<file path="src/rtl/q100_config.svh">
// Shared register-file geometry for the q100 core.
`ifndef Q100_CONFIG_SVH
`define Q100_CONFIG_SVH

`define LEN_REG_VAL 32
`define LEN_RD      5
`define LEN_REG     32

`endif

</file>
<file path="src/rtl/q100_wb_arb_if.sv">
// Writeback bus between the two result producers, the arbiter and the register file.
`include "q100_config.svh"

interface q100_wb_arb_if;
    logic                    pipe_vld_i;
    logic [`LEN_RD-1:0]      pipe_rd_i;
    logic [`LEN_REG_VAL-1:0] pipe_data_i;
    logic                    pipe_rdy_o;

    logic                    ll_vld_i;
    logic [`LEN_RD-1:0]      ll_rd_i;
    logic [`LEN_REG_VAL-1:0] ll_data_i;
    logic                    ll_rdy_o;

    logic [`LEN_REG_VAL-1:0] xn_result_o;
    logic [`LEN_REG-1:0]     xn_wr_en_o;
    logic                    reg_wr;
    logic [`LEN_RD-1:0]      rd_o;
    logic                    grant_ll_o;

    modport slave (
        input  pipe_vld_i, pipe_rd_i, pipe_data_i,
        input  ll_vld_i, ll_rd_i, ll_data_i,
        output pipe_rdy_o, ll_rdy_o,
        output xn_result_o, xn_wr_en_o, reg_wr, rd_o, grant_ll_o
    );

    modport master (
        output pipe_vld_i, pipe_rd_i, pipe_data_i,
        output ll_vld_i, ll_rd_i, ll_data_i,
        input  pipe_rdy_o, ll_rdy_o,
        input  xn_result_o, xn_wr_en_o, reg_wr, rd_o, grant_ll_o
    );
endinterface

</file>
<file path="src/rtl/q100_wb_arb.sv">
// Writeback arbiter: pipeline vs long-latency unit into one register-file write port.
// Macro Q100_WB_ARB_STARVE_EN enables the anti-starvation priority FSM; otherwise pipe always wins.
//
// state    | meaning
// PIPE_PRI | pipe wins a conflict; starve counter tracks ll losses
// LL_PRI   | ll wins a conflict; left on the next ll acceptance
`include "q100_config.svh"

module q100_wb_arb #(
    parameter int STARVE_MAX = 4
) (
    input  logic          clk,
    input  logic          rst,
    q100_wb_arb_if.slave  bus
);

    localparam int LP_VAL = `LEN_REG_VAL;
    localparam int LP_RD  = `LEN_RD;
    localparam int LP_REG = `LEN_REG;

    if (STARVE_MAX < 1 || STARVE_MAX > 15) begin : g_bad_starve_max
        $error("q100_wb_arb: STARVE_MAX must be in 1..15");
    end

    logic              w_pipe_rdy;
    logic              w_ll_rdy;
    logic              w_pipe_acc;
    logic              w_ll_acc;
    logic              w_any_acc;
    logic [LP_RD-1:0]  w_sel_rd;
    logic [LP_VAL-1:0] w_sel_data;
    logic [LP_REG-1:0] w_sel_wr_en;

    logic [LP_VAL-1:0] r_result;
    logic [LP_REG-1:0] r_wr_en;
    logic              r_reg_wr;
    logic [LP_RD-1:0]  r_rd;
    logic              r_grant_ll;

    assign w_pipe_acc = bus.pipe_vld_i & w_pipe_rdy;
    assign w_ll_acc   = bus.ll_vld_i & w_ll_rdy;
    assign w_any_acc  = w_pipe_acc | w_ll_acc;

`ifdef Q100_WB_ARB_STARVE_EN
    typedef enum logic {
        PIPE_PRI = 1'b0,
        LL_PRI   = 1'b1
    } state_t;

    localparam logic [3:0] LP_STARVE_LAST = 4'(STARVE_MAX - 1);

    state_t     r_state;
    state_t     w_state_nxt;
    logic [3:0] r_starve_cnt;
    logic [3:0] w_starve_cnt_nxt;

    always_ff @(posedge clk) begin
        if (rst) begin
            r_state      <= PIPE_PRI;
            r_starve_cnt <= 4'd0;
        end else begin
            r_state      <= w_state_nxt;
            r_starve_cnt <= w_starve_cnt_nxt;
        end
    end

    always_comb begin
        w_state_nxt      = r_state;
        w_starve_cnt_nxt = r_starve_cnt;
        if (w_ll_acc) begin
            w_starve_cnt_nxt = 4'd0;
            w_state_nxt      = PIPE_PRI;
        end else if (r_state == PIPE_PRI && bus.ll_vld_i && w_pipe_acc) begin
            w_starve_cnt_nxt = r_starve_cnt + 4'd1;
            if (r_starve_cnt == LP_STARVE_LAST) begin
                w_state_nxt = LL_PRI;
            end
        end
    end

    always_comb begin
        w_pipe_rdy = 1'b0;
        w_ll_rdy   = 1'b0;
        if (!rst) begin
            case (r_state)
                PIPE_PRI: begin
                    w_pipe_rdy = 1'b1;
                    w_ll_rdy   = ~bus.pipe_vld_i;
                end
                LL_PRI: begin
                    w_ll_rdy   = 1'b1;
                    w_pipe_rdy = ~bus.ll_vld_i;
                end
                default: begin
                    w_pipe_rdy = 1'b0;
                    w_ll_rdy   = 1'b0;
                end
            endcase
        end
    end
`else
    always_comb begin
        w_pipe_rdy = ~rst;
        w_ll_rdy   = ~rst & ~bus.pipe_vld_i;
    end
`endif

    // Readies are mutually exclusive under conflict, so ll_acc alone identifies the source.
    always_comb begin
        w_sel_rd    = w_ll_acc ? bus.ll_rd_i   : bus.pipe_rd_i;
        w_sel_data  = w_ll_acc ? bus.ll_data_i : bus.pipe_data_i;
        w_sel_wr_en = '0;
        if (w_sel_rd != '0) begin
            w_sel_wr_en = {{(LP_REG-1){1'b0}}, 1'b1} << w_sel_rd;
        end
    end

    always_ff @(posedge clk) begin
        if (rst) begin
            r_result   <= '0;
            r_wr_en    <= '0;
            r_reg_wr   <= 1'b0;
            r_rd       <= '0;
            r_grant_ll <= 1'b0;
        end else begin
            r_reg_wr   <= w_any_acc && (w_sel_rd != '0);
            r_wr_en    <= w_any_acc ? w_sel_wr_en : '0;
            r_grant_ll <= w_ll_acc;
            if (w_any_acc) begin
                r_rd     <= w_sel_rd;
                r_result <= w_sel_data;
            end
        end
    end

    assign bus.pipe_rdy_o  = w_pipe_rdy;
    assign bus.ll_rdy_o    = w_ll_rdy;
    assign bus.xn_result_o = r_result;
    assign bus.xn_wr_en_o  = r_wr_en;
    assign bus.reg_wr      = r_reg_wr;
    assign bus.rd_o        = r_rd;
    assign bus.grant_ll_o  = r_grant_ll;

endmodule
</file>
<file path="src/flat_wrapper.sv">
// flat-port wrapper written by rule: the top's interface ports become plain ports
module q100_wb_arb_flat 
#(
    parameter int STARVE_MAX = 4
)
  (clk, rst, bus_pipe_vld_i, bus_pipe_rd_i, bus_pipe_data_i, bus_ll_vld_i, bus_ll_rd_i, bus_ll_data_i, bus_pipe_rdy_o, bus_ll_rdy_o, bus_xn_result_o, bus_xn_wr_en_o, bus_reg_wr, bus_rd_o, bus_grant_ll_o);
  q100_wb_arb_if bus_i ();
  input  logic clk;
  input  logic rst;
  input wire logic [$bits(bus_i.pipe_vld_i)-1:0] bus_pipe_vld_i;
  input wire logic [$bits(bus_i.pipe_rd_i)-1:0] bus_pipe_rd_i;
  input wire logic [$bits(bus_i.pipe_data_i)-1:0] bus_pipe_data_i;
  input wire logic [$bits(bus_i.ll_vld_i)-1:0] bus_ll_vld_i;
  input wire logic [$bits(bus_i.ll_rd_i)-1:0] bus_ll_rd_i;
  input wire logic [$bits(bus_i.ll_data_i)-1:0] bus_ll_data_i;
  output wire logic [$bits(bus_i.pipe_rdy_o)-1:0] bus_pipe_rdy_o;
  output wire logic [$bits(bus_i.ll_rdy_o)-1:0] bus_ll_rdy_o;
  output wire logic [$bits(bus_i.xn_result_o)-1:0] bus_xn_result_o;
  output wire logic [$bits(bus_i.xn_wr_en_o)-1:0] bus_xn_wr_en_o;
  output wire logic [$bits(bus_i.reg_wr)-1:0] bus_reg_wr;
  output wire logic [$bits(bus_i.rd_o)-1:0] bus_rd_o;
  output wire logic [$bits(bus_i.grant_ll_o)-1:0] bus_grant_ll_o;
  assign bus_i.pipe_vld_i = bus_pipe_vld_i;
  assign bus_i.pipe_rd_i = bus_pipe_rd_i;
  assign bus_i.pipe_data_i = bus_pipe_data_i;
  assign bus_i.ll_vld_i = bus_ll_vld_i;
  assign bus_i.ll_rd_i = bus_ll_rd_i;
  assign bus_i.ll_data_i = bus_ll_data_i;
  assign bus_pipe_rdy_o = bus_i.pipe_rdy_o;
  assign bus_ll_rdy_o = bus_i.ll_rdy_o;
  assign bus_xn_result_o = bus_i.xn_result_o;
  assign bus_xn_wr_en_o = bus_i.xn_wr_en_o;
  assign bus_reg_wr = bus_i.reg_wr;
  assign bus_rd_o = bus_i.rd_o;
  assign bus_grant_ll_o = bus_i.grant_ll_o;
  q100_wb_arb #(.STARVE_MAX(STARVE_MAX)) u_core (.clk(clk), .rst(rst), .bus(bus_i));
endmodule
</file>
<file path="config.mk">
export PLATFORM = sky130hd
export DESIGN_NAME = q100_wb_arb_flat
export DESIGN_NICKNAME = d
export VERILOG_FILES = /design/src/rtl/q100_wb_arb_if.sv /design/src/rtl/q100_wb_arb.sv /design/src/flat_wrapper.sv
export VERILOG_INCLUDE_DIRS = /design/src /design/src/rtl
export SDC_FILE = /design/constraint.sdc
export NUM_CORES = 1
export LEC_CHECK = 0
export BUFFER_PORTS_ARGS = -buffer_cell sky130_fd_sc_hd__buf_2
export CAP_MARGIN = 10
export CORE_MARGIN = 5
export CORE_UTILIZATION = 49
export DETAILED_ROUTE_END_ITERATION = 10
export GPL_TIMING_DRIVEN = 0
export PLACE_DENSITY = 0.83
export SLEW_MARGIN = 20
export SYNTH_ARGS = -nofsm -noshare
export SYNTH_HDL_FRONTEND = slang
export SYNTH_SLANG_ARGS = --single-unit
</file>
<file path="constraint.sdc">
create_clock -name clk -period 5.5 [get_ports clk]
set_clock_uncertainty 0.2 [all_clocks]
set_input_delay 1.1 -clock clk [delete_from_list [all_inputs] [get_ports clk]]
set_output_delay 1.1 -clock clk [all_outputs]
set_load 0.02 [all_outputs]
</file>
---- After elaboration in Yosys (flattened, before gate mapping) ----
Index checks and enable logic that the tools add are counted.
word-level totals
  register bits after elaboration ......... 71
  input bits .............................. 78
  output and inout port bits .............. 73
  word-level logic and storage cells ...... 19
cells by class
  shift operators ......................... 1
  muxes and demuxes ....................... 2
  bitwise gates (word level) .............. 8
  reduce and logical (&&, ||, !) cells .... 3
operators with widths
  operator                                          count
  2-to-1 mux 32 bit                                 1
  left shift 1 x 5 -> 32 bit, first input constant  1
  2-to-1 mux 5 bit                                  1
  nonzero test 5 bit                                1
  NOT 1 bit                                         4
  AND 1 bit                                         3
  OR reduction 3 bit                                1
  logical AND 1 bit                                 1
  OR 1 bit                                          1

---- Depth between registers and ports, before layout ----
Gate-level depths: netlist (run 1).
  depth after elaboration ................. 7
  gate-level depth with buffers ........... 7
  gate-level depth less buffers ........... 4

---- Least setup slack after synthesis (run 1) ----
Ideal clock, no wire load.
  kind .................................... input-to-output
  start point ............................. in bus_pipe_vld_i
  end point ............................... out bus_ll_rdy_o
  arrival time ............................ 2.081 ns
  data required time ...................... 4.200 ns
  setup slack ............................. 2.119 ns
  cell stages on the path ................. 4
  buffers on the path ..................... 3
  path through ............................ buf_2 buf_2 buf_1 nor2_1
on the way
  cells in the longest elaborated chain, start to end .. 2
RTL lines
  item             line                source
  start, declared  flat_wrapper.sv:10  input wire logic [$bits(bus_i.pipe_vld_i)-1:0] bus_pipe_vld_i;
  NOT 1 bit        q100_wb_arb.sv:104  w_ll_rdy = ~rst & ~bus.pipe_vld_i;
  AND 1 bit        q100_wb_arb.sv:104
  end, declared    flat_wrapper.sv:17  output wire logic [$bits(bus_i.ll_rdy_o)-1:0] bus_ll_rdy_o;
No other way between the ends.

---- Final worst setup path (run 1) ----
  start point ............................. in rst
  end point ............................... out bus_ll_rdy_o
on the way
  cells in the longest elaborated chain, start to end .. 2
RTL lines
  item             line                source
  start, declared  flat_wrapper.sv:9   input logic rst;
  NOT 1 bit        q100_wb_arb.sv:104
  AND 1 bit        q100_wb_arb.sv:104
No other way between the ends.

==> impl_metrics.json, run 1 <==
{
  "syn2layout_area_growth_pct": 35.55,
  "cts_setup_buffers": 0,
  "synth_largest_area_cell": "sky130_fd_sc_hd__dfxtp_1",
  "antenna_cells": 0,
  "io_pins": 151,
  "cts.sinks": 71,
  "post-route-period-util": 0.6610,
  "vias_in_the_first_global_route": 2699,
  "fmax_mhz": 275.1,
  "worst_r2r_path_depth": 3,
  "grt_overflow": 0,
  "worst_hold_path.endpoint": "u_core.bus.rd_o[4]",
  "clkSlewWorstSetupHoldPaths_ns": 0.07,
  "global_route.usage.total": 0.2058,
  "setup.worst_path.start_class": "input pin",
  "nets": 523,
  "numPortBuffers": 149,
  "synth.avg_cell_area_sq_um": 10.35,
  "timing.final.setup_violations": 0,
  "antenna_found_initial": 0,
  "fillCellCount": 483,
  "critPathBufInv": 4,
  "cells_on_worst_hold_path": 2,
  "drive_gt1_frac": 0.4667,
  "hold_start": "u_core.bus.rd_o[4]",
  "synth_sequential_area_ratio": 0.4820,
  "cp_data_required_time_ns": 4.20,
  "tritoncts": "done",
  "worstReg2RegEnd": "u_core.bus.xn_result_o[27]",
  "floorplan.initialDensity": 0.5011,
  "internal_power_mw": 0.8684,
  "cts-hold-fix-buffers": 0,
  "power_mw": 1.174,
  "chipWidth_um": 87.58,
  "cts-htree-levels": 3,
  "timing.max_cap.violations": 0,
  "syn_area_sq_um": 2949,
  "drt_wl_total_um": 7779,
  "critical-path-max-stage-delay_ns": 0.44,
  "grt_max_degree": 12,
  "timing.critical_path.max_delay_family": "buffers and inverters",
  "timing.setup.tns_ns": 0,
  "synth_flop_cell": "sky130_fd_sc_hd__dfxtp_1",
  "yosys-top-cells-area": "sky130_fd_sc_hd__dfxtp_1 (48%), sky130_fd_sc_hd__mux2i_1 (14%), sky130_fd_sc_hd__mux2_2 (13%)",
  "drt-pass1-iter-count": 4,
  "post-synth-top-count-cell": "sky130_fd_sc_hd__dfxtp_1",
  "clk-insertion-delay-late_ns": 0.33,
  "run_status": "complete, no violations",
  "synthesis.instances": 285,
  "numCtsBuffers": 9,
  "postSynthRegisterBits": 71,
  "detail_route.wl_per_cell_um": 14.82,
  "synth_top_cell_area_share": 0.4820,
  "cts_max_path_buffers": 2,
  "end_kind": "primary output",
  "timing.max_slew.rel_slack": 0.4961,
  "gpl.final_weighted_congestion": 0.8007,
  "switching_share": 0.2602,
  "worst_ep_arrival_time_ns": 2.34,
  "finalWorstPathRequiredPeriod_ns": 3.635,
  "detail_route.iter0.violations": 99,
  "power.density_nw_per_um2": 293.7,
  "post_cts_resize_count": 0,
  "timing.final.max_slew_violations": 0,
  "postSynth.asyncResetShare": 0,
  "worst-r2r-setup-slack_ns": 4.40,
  "crit_path_cell_trace": "buf_2 -> clkbuf_1 -> clkbuf_1 -> nor2_1 -> buf_2",
  "total_switching_power_mw": 0.3055,
  "core_area_sq_um": 5886,
  "clock_power_share": 0.368,
  "regToRegStartpoint": "u_core.bus.xn_result_o[27]",
  "hold_viol": 0,
  "synth_enable_flop_cells": 0,
  "worstHoldPathType": "register to register",
  "ys_types": 28,
  "total_via_count_in_the_routed_design": 2675,
  "cellLeakagePower_nw": 2.040,
  "fp.dieH_um": 87.58,
  "ir_drop_v": 0.0002217,
  "antenna_left": 0,
  "crit_path_top_delay_cell": "sky130_fd_sc_hd__clkbuf_1",
  "synth_fp_nets": 363,
  "setup_repair_after_global_routing_missed_its_margin": "no",
  "post-route-drc-count": 0,
  "viasPerCell": 5.095,
  "synthesis.yosys.warnings": 0,
  "dp_hpwl_um": 6031,
  "crit_path_max_fanout": 10,
  "power.sequential.fraction": 0.466,
  "path_class": "input pin to primary output",
  "design.die.area_sq_um": 7670,
  "synth_commonest_cells": "sky130_fd_sc_hd__dfxtp_1 (71), sky130_fd_sc_hd__mux2i_1 (42), sky130_fd_sc_hd__nor2_1 (42)",
  "cts.root.buffer_cell": "sky130_fd_sc_hd__clkbuf_8",
  "max_slew.worst_pin.slew_ns": 0.7348,
  "share_of_power_burned_in_combinational_logic": 0.166,
  "fp-row-count": 28,
  "grt_first_pass_wirelength_um": 12440
}
metrics by stage:
stage / setup WS (ns) / util / std cells / instance area, sq um / hold WS (ns)
final: 1.865 / 0.6792 / 525 / 3998 / 0.2646
after global routing: 1.729 / 0.6792 / 525 / 3998 / 0.2930
after CTS: 1.812 / 0.6792 / 525 / 3998 / 0.2723
after detailed placement: 1.824 / 0.6437 / 509 / 3789 / 0.2623
after global placement: 1.836 / 0.6437 / 509 / 3789 / 0.2541
after floorplan: 2.119 / - / 285 / 2949 / 0.3386
per-layer routing:
metal	routed length, um	global-route usage	vias up
li1	-	-	1319
met1	2968	0.2312	1227
met2	3806	0.3500	114
met3	825	0.08467	15
met4	178	0.07531	0
met5	0	0	-
cells by family after synthesis:
family / Yosys count / synth area share
buffers and inverters: 20 / 0.03266
AOI/OAI and AO/OA: 12 / 0.02800
muxes: 79 / 0.2864
and+or+nand+nor: 102 / 0.1697
other: 1 / 0.001272
DFF: 71 / 0.4820
placed cells by master (no fill, tap or decap), types with 2 or more instances in the layout:
cell type                    n
sky130_fd_sc_hd__a211oi_1    3
sky130_fd_sc_hd__a21o_1      2
sky130_fd_sc_hd__a21oi_1     4
sky130_fd_sc_hd__buf_1       4
sky130_fd_sc_hd__buf_2     154
sky130_fd_sc_hd__buf_6       2
sky130_fd_sc_hd__clkbuf_1    7
sky130_fd_sc_hd__clkbuf_8   12
sky130_fd_sc_hd__clkinv_2    2
sky130_fd_sc_hd__dfxtp_1    71
sky130_fd_sc_hd__inv_1       3
sky130_fd_sc_hd__mux2_2     35
sky130_fd_sc_hd__mux2_4      2
sky130_fd_sc_hd__mux2i_1    42
sky130_fd_sc_hd__nand2_1     6
sky130_fd_sc_hd__nand3_1     6
sky130_fd_sc_hd__nand3b_1    2
sky130_fd_sc_hd__nand4_1     2
sky130_fd_sc_hd__nor2_1     42
sky130_fd_sc_hd__nor2b_1    12
sky130_fd_sc_hd__nor3_1     13
sky130_fd_sc_hd__nor4_1     15
worst register-to-register path, cell delays in order (launching register included):
cell and delay, ns:
sky130_fd_sc_hd__dfxtp_1 0.31, sky130_fd_sc_hd__mux2_2 0.26, sky130_fd_sc_hd__mux2i_1 0.15, sky130_fd_sc_hd__nor2_1 0.06
power by group through the flow:
stage / logic, mW / clock network [mW] / registers, mW
floorplan: 0.0919 / 0 / 0.587
global placement: 0.189 / 0 / 0.557
detailed placement: 0.195 / 0 / 0.558
CTS: 0.196 / 0.440 / 0.547
global route: 0.211 / 0.465 / 0.550
finish: 0.194 / 0.432 / 0.547
state kept, by name (all words and copies together), names as in the netlist:
signal and flops:
u_core.bus.xn_result_o 32, u_core.bus.xn_wr_en_o 32, u_core.bus.rd_o 5, u_core.bus.reg_wr 1
u_core.bus.grant_ll_o 1
cell type report:
cell class | count | area [sq um] | share of cell area
Multi-Input combinational cell | 194 | 1431 | 0.3581
Tap cell | 75 | 93.84 | 0.02347
Timing Repair Buffer | 149 | 745.7 | 0.1865
Clock buffer | 13 | 168.9 | 0.04225
Sequential cell | 71 | 1421 | 0.3556
Inverter | 3 | 11.26 | 0.002817
Buffer | 17 | 85.08 | 0.02128
Clock inverter | 3 | 40.04 | 0.01002
worst max-delay path by stage:
stage,slack [ns],from,endpoint,cells past startpoint
detailed placement,1.82,rst,bus_ll_rdy_o,5
finish,1.86,rst,bus_ll_rdy_o,5
CTS,1.81,rst,bus_ll_rdy_o,5
global route,1.73,rst,bus_ll_rdy_o,5
global placement,1.84,rst,bus_ll_rdy_o,5
floorplan,2.12,bus_pipe_vld_i,bus_ll_rdy_o,4
(Power assumes the default switching activity.)
==> run 2: changes to the inputs <==
--- a/config.mk
+++ b/config.mk
@@ -9,10 +9,10 @@
 export BUFFER_PORTS_ARGS = -buffer_cell sky130_fd_sc_hd__buf_2
 export CAP_MARGIN = 10
 export CORE_MARGIN = 5
-export CORE_UTILIZATION = 49
+export CORE_UTILIZATION = 45
 export DETAILED_ROUTE_END_ITERATION = 10
 export GPL_TIMING_DRIVEN = 0
-export PLACE_DENSITY = 0.83
+export PLACE_DENSITY = 0.77
 export SLEW_MARGIN = 20
 export SYNTH_ARGS = -nofsm -noshare
 export SYNTH_HDL_FRONTEND = slang
==> constraint.sdc (replaced) <==
create_clock -name clk -period 3.7 [get_ports clk]
set_clock_uncertainty 0.2 [all_clocks]
set_input_delay 0.74 -clock clk [delete_from_list [all_inputs] [get_ports clk]]
set_output_delay 0.74 -clock clk [all_outputs]
set_load 0.02 [all_outputs]
==> impl_metrics.json, run 2 (synthesis results as in run 1) <==
{
  "drt-pass1-iter-count": 4,
  "cts-htree-levels": 3,
  "fp.dieH_um": 90.96,
  "setup_repair_after_global_routing_missed_its_margin": "no",
  "core_area_sq_um": 6350,
  "drive_gt1_frac": 0.4667,
  "critical-path-max-stage-delay_ns": 0.48,
  "worstReg2RegEnd": "u_core.bus.xn_result_o[5]",
  "layout.cells.most_common": "sky130_fd_sc_hd__buf_2",
  "vias_in_the_first_global_route": 2766,
  "syn2layout_area_growth_pct": 35.64,
  "regToRegStartpoint": "u_core.bus.xn_result_o[5]",
  "clkSlewWorstSetupHoldPaths_ns": 0.07,
  "grt_overflow": 0,
  "global_route.usage.total": 0.1910,
  "post-route-drc-count": 0,
  "clk-insertion-delay-late_ns": 0.34,
  "crit_path_max_fanout": 10,
  "detail_route.iter0.violations": 86,
  "detail_route.wl_per_cell_um": 15.21,
  "hold_start": "u_core.bus.rd_o[4]",
  "dp_hpwl_um": 6231,
  "total_via_count_in_the_routed_design": 2669,
  "power.density_nw_per_um2": 437.3,
  "cellLeakagePower_nw": 2.040,
  "hold_viol": 0,
  "worst_r2r_path_depth": 3,
  "chipWidth_um": 90.96,
  "numCtsBuffers": 9,
  "tritoncts": "done",
  "global_route.peak_usage_layer": "met2",
  "layout.cell_area.non_filler_sq_um": 4000,
  "nets": 523,
  "cts.root.buffer_cell": "sky130_fd_sc_hd__clkbuf_8",
  "end_kind": "primary output",
  "worst-r2r-setup-slack_ns": 2.60,
  "setup.worst_path.start_class": "input pin",
  "timing.final.max_slew_violations": 0,
  "worstHoldPathType": "register to register",
  "fmax_mhz": 342.8,
  "grt_max_degree": 12,
  "cts_setup_buffers": 0,
  "numPortBuffers": 149,
  "post_dp_cell_area_sq_um": 3791,
  "top_library_cells_by_usage_in_the_layout_fill_and_taps_aside": "sky130_fd_sc_hd__buf_2 (154), sky130_fd_sc_hd__dfxtp_1 (71), sky130_fd_sc_hd__nor2_1 (42), sky130_fd_sc_hd__mux2i_1 (42), sky130_fd_sc_hd__mux2_2 (35)",
  "timing.max_cap.violations": 0,
  "timing.final.setup_violations": 0,
  "io_pins": 151,
  "cp_data_required_time_ns": 2.76,
  "cells_on_worst_hold_path": 2,
  "run_status": "complete, no violations",
  "timing.critical_path.max_delay_family": "buffers and inverters",
  "use_met1": 0.2093,
  "fp-row-count": 29,
  "worst_ep_arrival_time_ns": 1.98,
  "antenna_left": 0,
  "drt_wl_total_um": 8016,
  "max_slew.worst_pin.slew_ns": 0.7478,
  "crit_path_top_delay_cell": "sky130_fd_sc_hd__clkbuf_1",
  "gpl.final_weighted_congestion": 0.8217,
  "cts_max_path_buffers": 2,
  "post-route-period-util": 0.7885,
  "ir_drop_v": 0.0002761,
  "path_class": "input pin to primary output",
  "antenna_cells": 0,
  "final-seq-area_sq_um": 1421,
  "finalWorstPathRequiredPeriod_ns": 2.917,
  "critPathBufInv": 4,
  "timing.max_slew.rel_slack": 0.4872,
  "multi_input_area_sq_um": 1431,
  "cts-hold-fix-buffers": 0,
  "floorplan.initialDensity": 0.4644,
  "design.die.area_sq_um": 8273,
  "fillCellCount": 544,
  "grt_use_met3": 0.08430,
  "globalRouteMet2Util": 0.3245,
  "cts.sinks": 71,
  "post_cts_resize_count": 0,
  "timing.setup.tns_ns": 0,
  "grt_first_pass_wirelength_um": 12920,
  "crit_path_cell_trace": "buf_2 -> clkbuf_1 -> clkbuf_1 -> nor2_1 -> buf_2",
  "worst_hold_path.endpoint": "u_core.bus.rd_o[4]",
  "antenna_found_initial": 0,
  "viasPerCell": 5.065
}
==> run 2: through the flow <==
stage / utilization / std cells / power [mW] / worst slack [ns] / hold slack [ns]
final: 0.6300 / 527 / 1.749 / 0.7826 / 0.2763
after global routing: 0.6300 / 527 / 1.830 / 0.6637 / 0.2963
after CTS: 0.6300 / 527 / 1.764 / 0.7617 / 0.2769
after detailed placement: 0.5970 / 511 / 1.121 / 0.7643 / 0.2610
after global placement: 0.5970 / 511 / 1.111 / 0.7543 / 0.2512
after floorplan: - / 285 / 1.009 / 1.039 / 0.3386
==> run 2: worst max path at each step <==
stage	from	cells after the start	to	slack (ns)
2_1_floorplan	bus_pipe_vld_i	4	bus_ll_rdy_o	1.04
3_3_place_gp	rst	5	bus_ll_rdy_o	0.75
3_5_place_dp	rst	5	bus_ll_rdy_o	0.76
4_1_cts	rst	5	bus_ll_rdy_o	0.76
5_1_grt	rst	5	bus_ll_rdy_o	0.66
6_report	rst	5	bus_ll_rdy_o	0.78
==> run 2: layer usage <==
metal	up-vias	wire length, um
li1	1324	-
met1	1222	3121
met4	0	117
met3	11	838
met5	-	0
met2	112	3938
==> run 2: layout make-up <==
| type | instances | area share |
|---|---|---|
| Buffer | 17 | 0.02127 |
| Clock buffer | 13 | 0.04223 |
| Clock inverter | 3 | 0.01001 |
| Inverter | 3 | 0.002815 |
| Multi-Input combinational cell | 194 | 0.3578 |
| Sequential cell | 71 | 0.3553 |
| Tap cell | 77 | 0.02409 |
| Timing Repair Buffer | 149 | 0.1864 |
==> run 2: report_power, final <==
part	leakage (nW)	internal [mW]	switching, mW
clock network	0.109	0.365	0.282
registers	0.582	0.798	0.0147
logic	1.35	0.128	0.161
==> run 2: worst min-delay path, stage by stage, from the launching register on <==
cell                      delay [ns]
sky130_fd_sc_hd__dfxtp_1        0.31
sky130_fd_sc_hd__inv_1          0.05
sky130_fd_sc_hd__o41ai_1        0.07
==> run 3: changes to the inputs <==
--- a/config.mk
+++ b/config.mk
@@ -9,10 +9,10 @@
 export BUFFER_PORTS_ARGS = -buffer_cell sky130_fd_sc_hd__buf_2
 export CAP_MARGIN = 10
 export CORE_MARGIN = 5
-export CORE_UTILIZATION = 45
+export CORE_UTILIZATION = 41
 export DETAILED_ROUTE_END_ITERATION = 10
 export GPL_TIMING_DRIVEN = 0
-export PLACE_DENSITY = 0.77
+export PLACE_DENSITY = 0.74
 export SLEW_MARGIN = 20
 export SYNTH_ARGS = -nofsm -noshare
 export SYNTH_HDL_FRONTEND = slang
==> constraint.sdc (replaced) <==
create_clock -name clk -period 2.5 [get_ports clk]
set_clock_uncertainty 0.2 [all_clocks]
set_input_delay 0.5 -clock clk [delete_from_list [all_inputs] [get_ports clk]]
set_output_delay 0.5 -clock clk [all_outputs]
set_load 0.02 [all_outputs]
==> impl_metrics.json, run 3 (synthesis results as in run 1) <==
{
  "detail_route.wl_per_cell_um": 14.22,
  "layout.cell_area.non_filler_sq_um": 4005,
  "cp_data_required_time_ns": 1.80,
  "crit_path_top_delay_cell": "sky130_fd_sc_hd__clkbuf_1",
  "max_slew.worst_pin.slew_ns": 0.7427,
  "cts_setup_buffers": 0,
  "crit_path_max_fanout": 10,
  "nets": 522,
  "fmax_mhz": 427.4,
  "drive_gt1_frac": 0.4699,
  "fp.dieH_um": 94.81,
  "timing.critical_path.max_delay_family": "buffers and inverters",
  "regToRegStartpoint": "u_core.bus.xn_result_o[28]",
  "post-route-period-util": 0.9358,
  "drt_wl_total_um": 7793,
  "timing.final.setup_violations": 0,
  "clk-insertion-delay-late_ns": 0.33,
  "vias_in_the_first_global_route": 2631,
  "timing.max_cap.violations": 0,
  "dp_hpwl_um": 6107,
  "core_area_sq_um": 7137,
  "design.die.area_sq_um": 8989,
  "numCtsBuffers": 9,
  "drt-pass1-iter-count": 5,
  "gpl.final_weighted_congestion": 0.8105,
  "fp-row-count": 31,
  "ir_drop_v": 0.0002763,
  "path_class": "input pin to primary output",
  "cts_max_path_buffers": 2,
  "startpoint": "rst",
  "chipWidth_um": 94.81,
  "grt_overflow": 0,
  "critical-path-max-stage-delay_ns": 0.40,
  "hold_start": "bus_pipe_data_i[2]",
  "end_kind": "primary output",
  "cp-endpoint": "bus_ll_rdy_o",
  "hold_viol": 0,
  "timing.max_slew.rel_slack": 0.4907,
  "io_pins": 151,
  "post-route-drc-count": 0,
  "antenna_found_initial": 0,
  "final.setup.worst_slack_ns": 0.1604,
  "grt_first_pass_wirelength_um": 12360,
  "layout.cells.most_common": "sky130_fd_sc_hd__buf_2",
  "run_status": "complete, no violations",
  "top_library_cells_by_usage_in_the_layout_fill_and_taps_aside": "sky130_fd_sc_hd__buf_2 (154), sky130_fd_sc_hd__dfxtp_1 (71), sky130_fd_sc_hd__nor2_1 (42), sky130_fd_sc_hd__mux2i_1 (42), sky130_fd_sc_hd__mux2_2 (35)",
  "numPortBuffers": 149,
  "post_dp_cell_area_sq_um": 3819,
  "global_route.usage.total": 0.1759,
  "cellLeakagePower_nw": 2.029,
  "setup.worst_path.start_class": "input pin",
  "tritoncts": "done",
  "cts-htree-levels": 3,
  "worst-r2r-setup-slack_ns": 1.40,
  "setup_repair_after_global_routing_missed_its_margin": "no",
  "clkSlewWorstSetupHoldPaths_ns": 0.08,
  "grt_max_degree": 13,
  "timing.final.max_slew_violations": 0,
  "worstHoldPathType": "input pin to register",
  "crit_top_cell": "sky130_fd_sc_hd__buf_2",
  "power.density_nw_per_um2": 626.0,
  "crit_path_cell_trace": "buf_2 -> clkbuf_1 -> clkbuf_2 -> nor2_1 -> buf_2",
  "detail_route.iter0.violations": 55,
  "timing.critical_path.depth": 5,
  "total_via_count_in_the_routed_design": 2662,
  "worst_r2r_path_depth": 3,
  "syn2layout_area_growth_pct": 35.81,
  "cts.sinks": 71,
  "cts.root.buffer_cell": "sky130_fd_sc_hd__clkbuf_8",
  "finalWorstPathRequiredPeriod_ns": 2.340,
  "worstReg2RegEnd": "u_core.bus.xn_result_o[28]",
  "viasPerCell": 4.858,
  "critPathBufInv": 4,
  "antenna_left": 0,
  "dpl_worst_slack_ns": -0.02388,
  "worst_ep_arrival_time_ns": 1.64,
  "floorplan.initialDensity": 0.4132,
  "antenna_cells": 0
}
## run 3: power breakdown
part | switching (mW) | internal (mW)
clock | 0.421 | 0.457
combinational | 0.238 | 0.189
sequential | 0.0210 | 1.18
## run 3: how the worst min path moves through the flow
stage	to	slack, ns	cells past startpoint
after floorplan	u_core.bus.rd_o[4]	0.34	2
after global placement	u_core.bus.rd_o[4]	0.25	2
after detailed placement	u_core.bus.rd_o[4]	0.27	2
after CTS	u_core.bus.xn_result_o[11]	0.18	3
after global routing	u_core.bus.xn_result_o[11]	0.17	3
final	u_core.bus.xn_result_o[2]	0.19	3
## run 3: timing repair
item / CTS / global route
endpoints found under the setup margin: 1 / 1
hold buffers: 0 / 0
gates resized for setup: 1 / 0
## run 3: area by class of cell
type | instances | area (sq um)
buffer | 16 | 82.58
clock buffer | 10 | 127.6
clock inverter | 6 | 61.31
fill | 699 | 3132
inverter | 3 | 11.26
multi-input combinational | 194 | 1431
sequential | 71 | 1421
tap | 99 | 123.9
timing repair buffer | 149 | 745.7
## run 3: layer usage
| metal | wire [um] | vias up | part of all wire | track usage |
|---|---|---|---|---|
| met5 | 0 | - | 0 | 0 |
| met4 | 82 | 0 | 0.011 | 0.04808 |
| met3 | 778 | 8 | 0.10 | 0.07410 |
| met2 | 3753 | 106 | 0.48 | 0.2989 |
| met1 | 3178 | 1231 | 0.41 | 0.2025 |
| li1 | - | 1317 | - | - |
## run 3: worst register-to-register path, stage by stage (launching register included)
cell	delay [ns]
sky130_fd_sc_hd__dfxtp_1	0.31
sky130_fd_sc_hd__mux2_2	0.26
sky130_fd_sc_hd__mux2i_1	0.16
sky130_fd_sc_hd__nor2_1	0.05
## run 3: per-stage QoR
step           total power [mW]  instances  utilization   TNS (ns)  hold slack, ns
2_1_floorplan             1.493        285            -          0          0.3386
5_1_grt                   2.646        548       0.5612          0          0.1686
6_report                  2.507        548       0.5612          0          0.1908
4_1_cts                   2.541        549       0.5617          0          0.1760
3_5_place_dp              1.658        533       0.5351   -0.02388          0.2702
3_3_place_gp              1.645        533       0.5351  -0.007891          0.2516
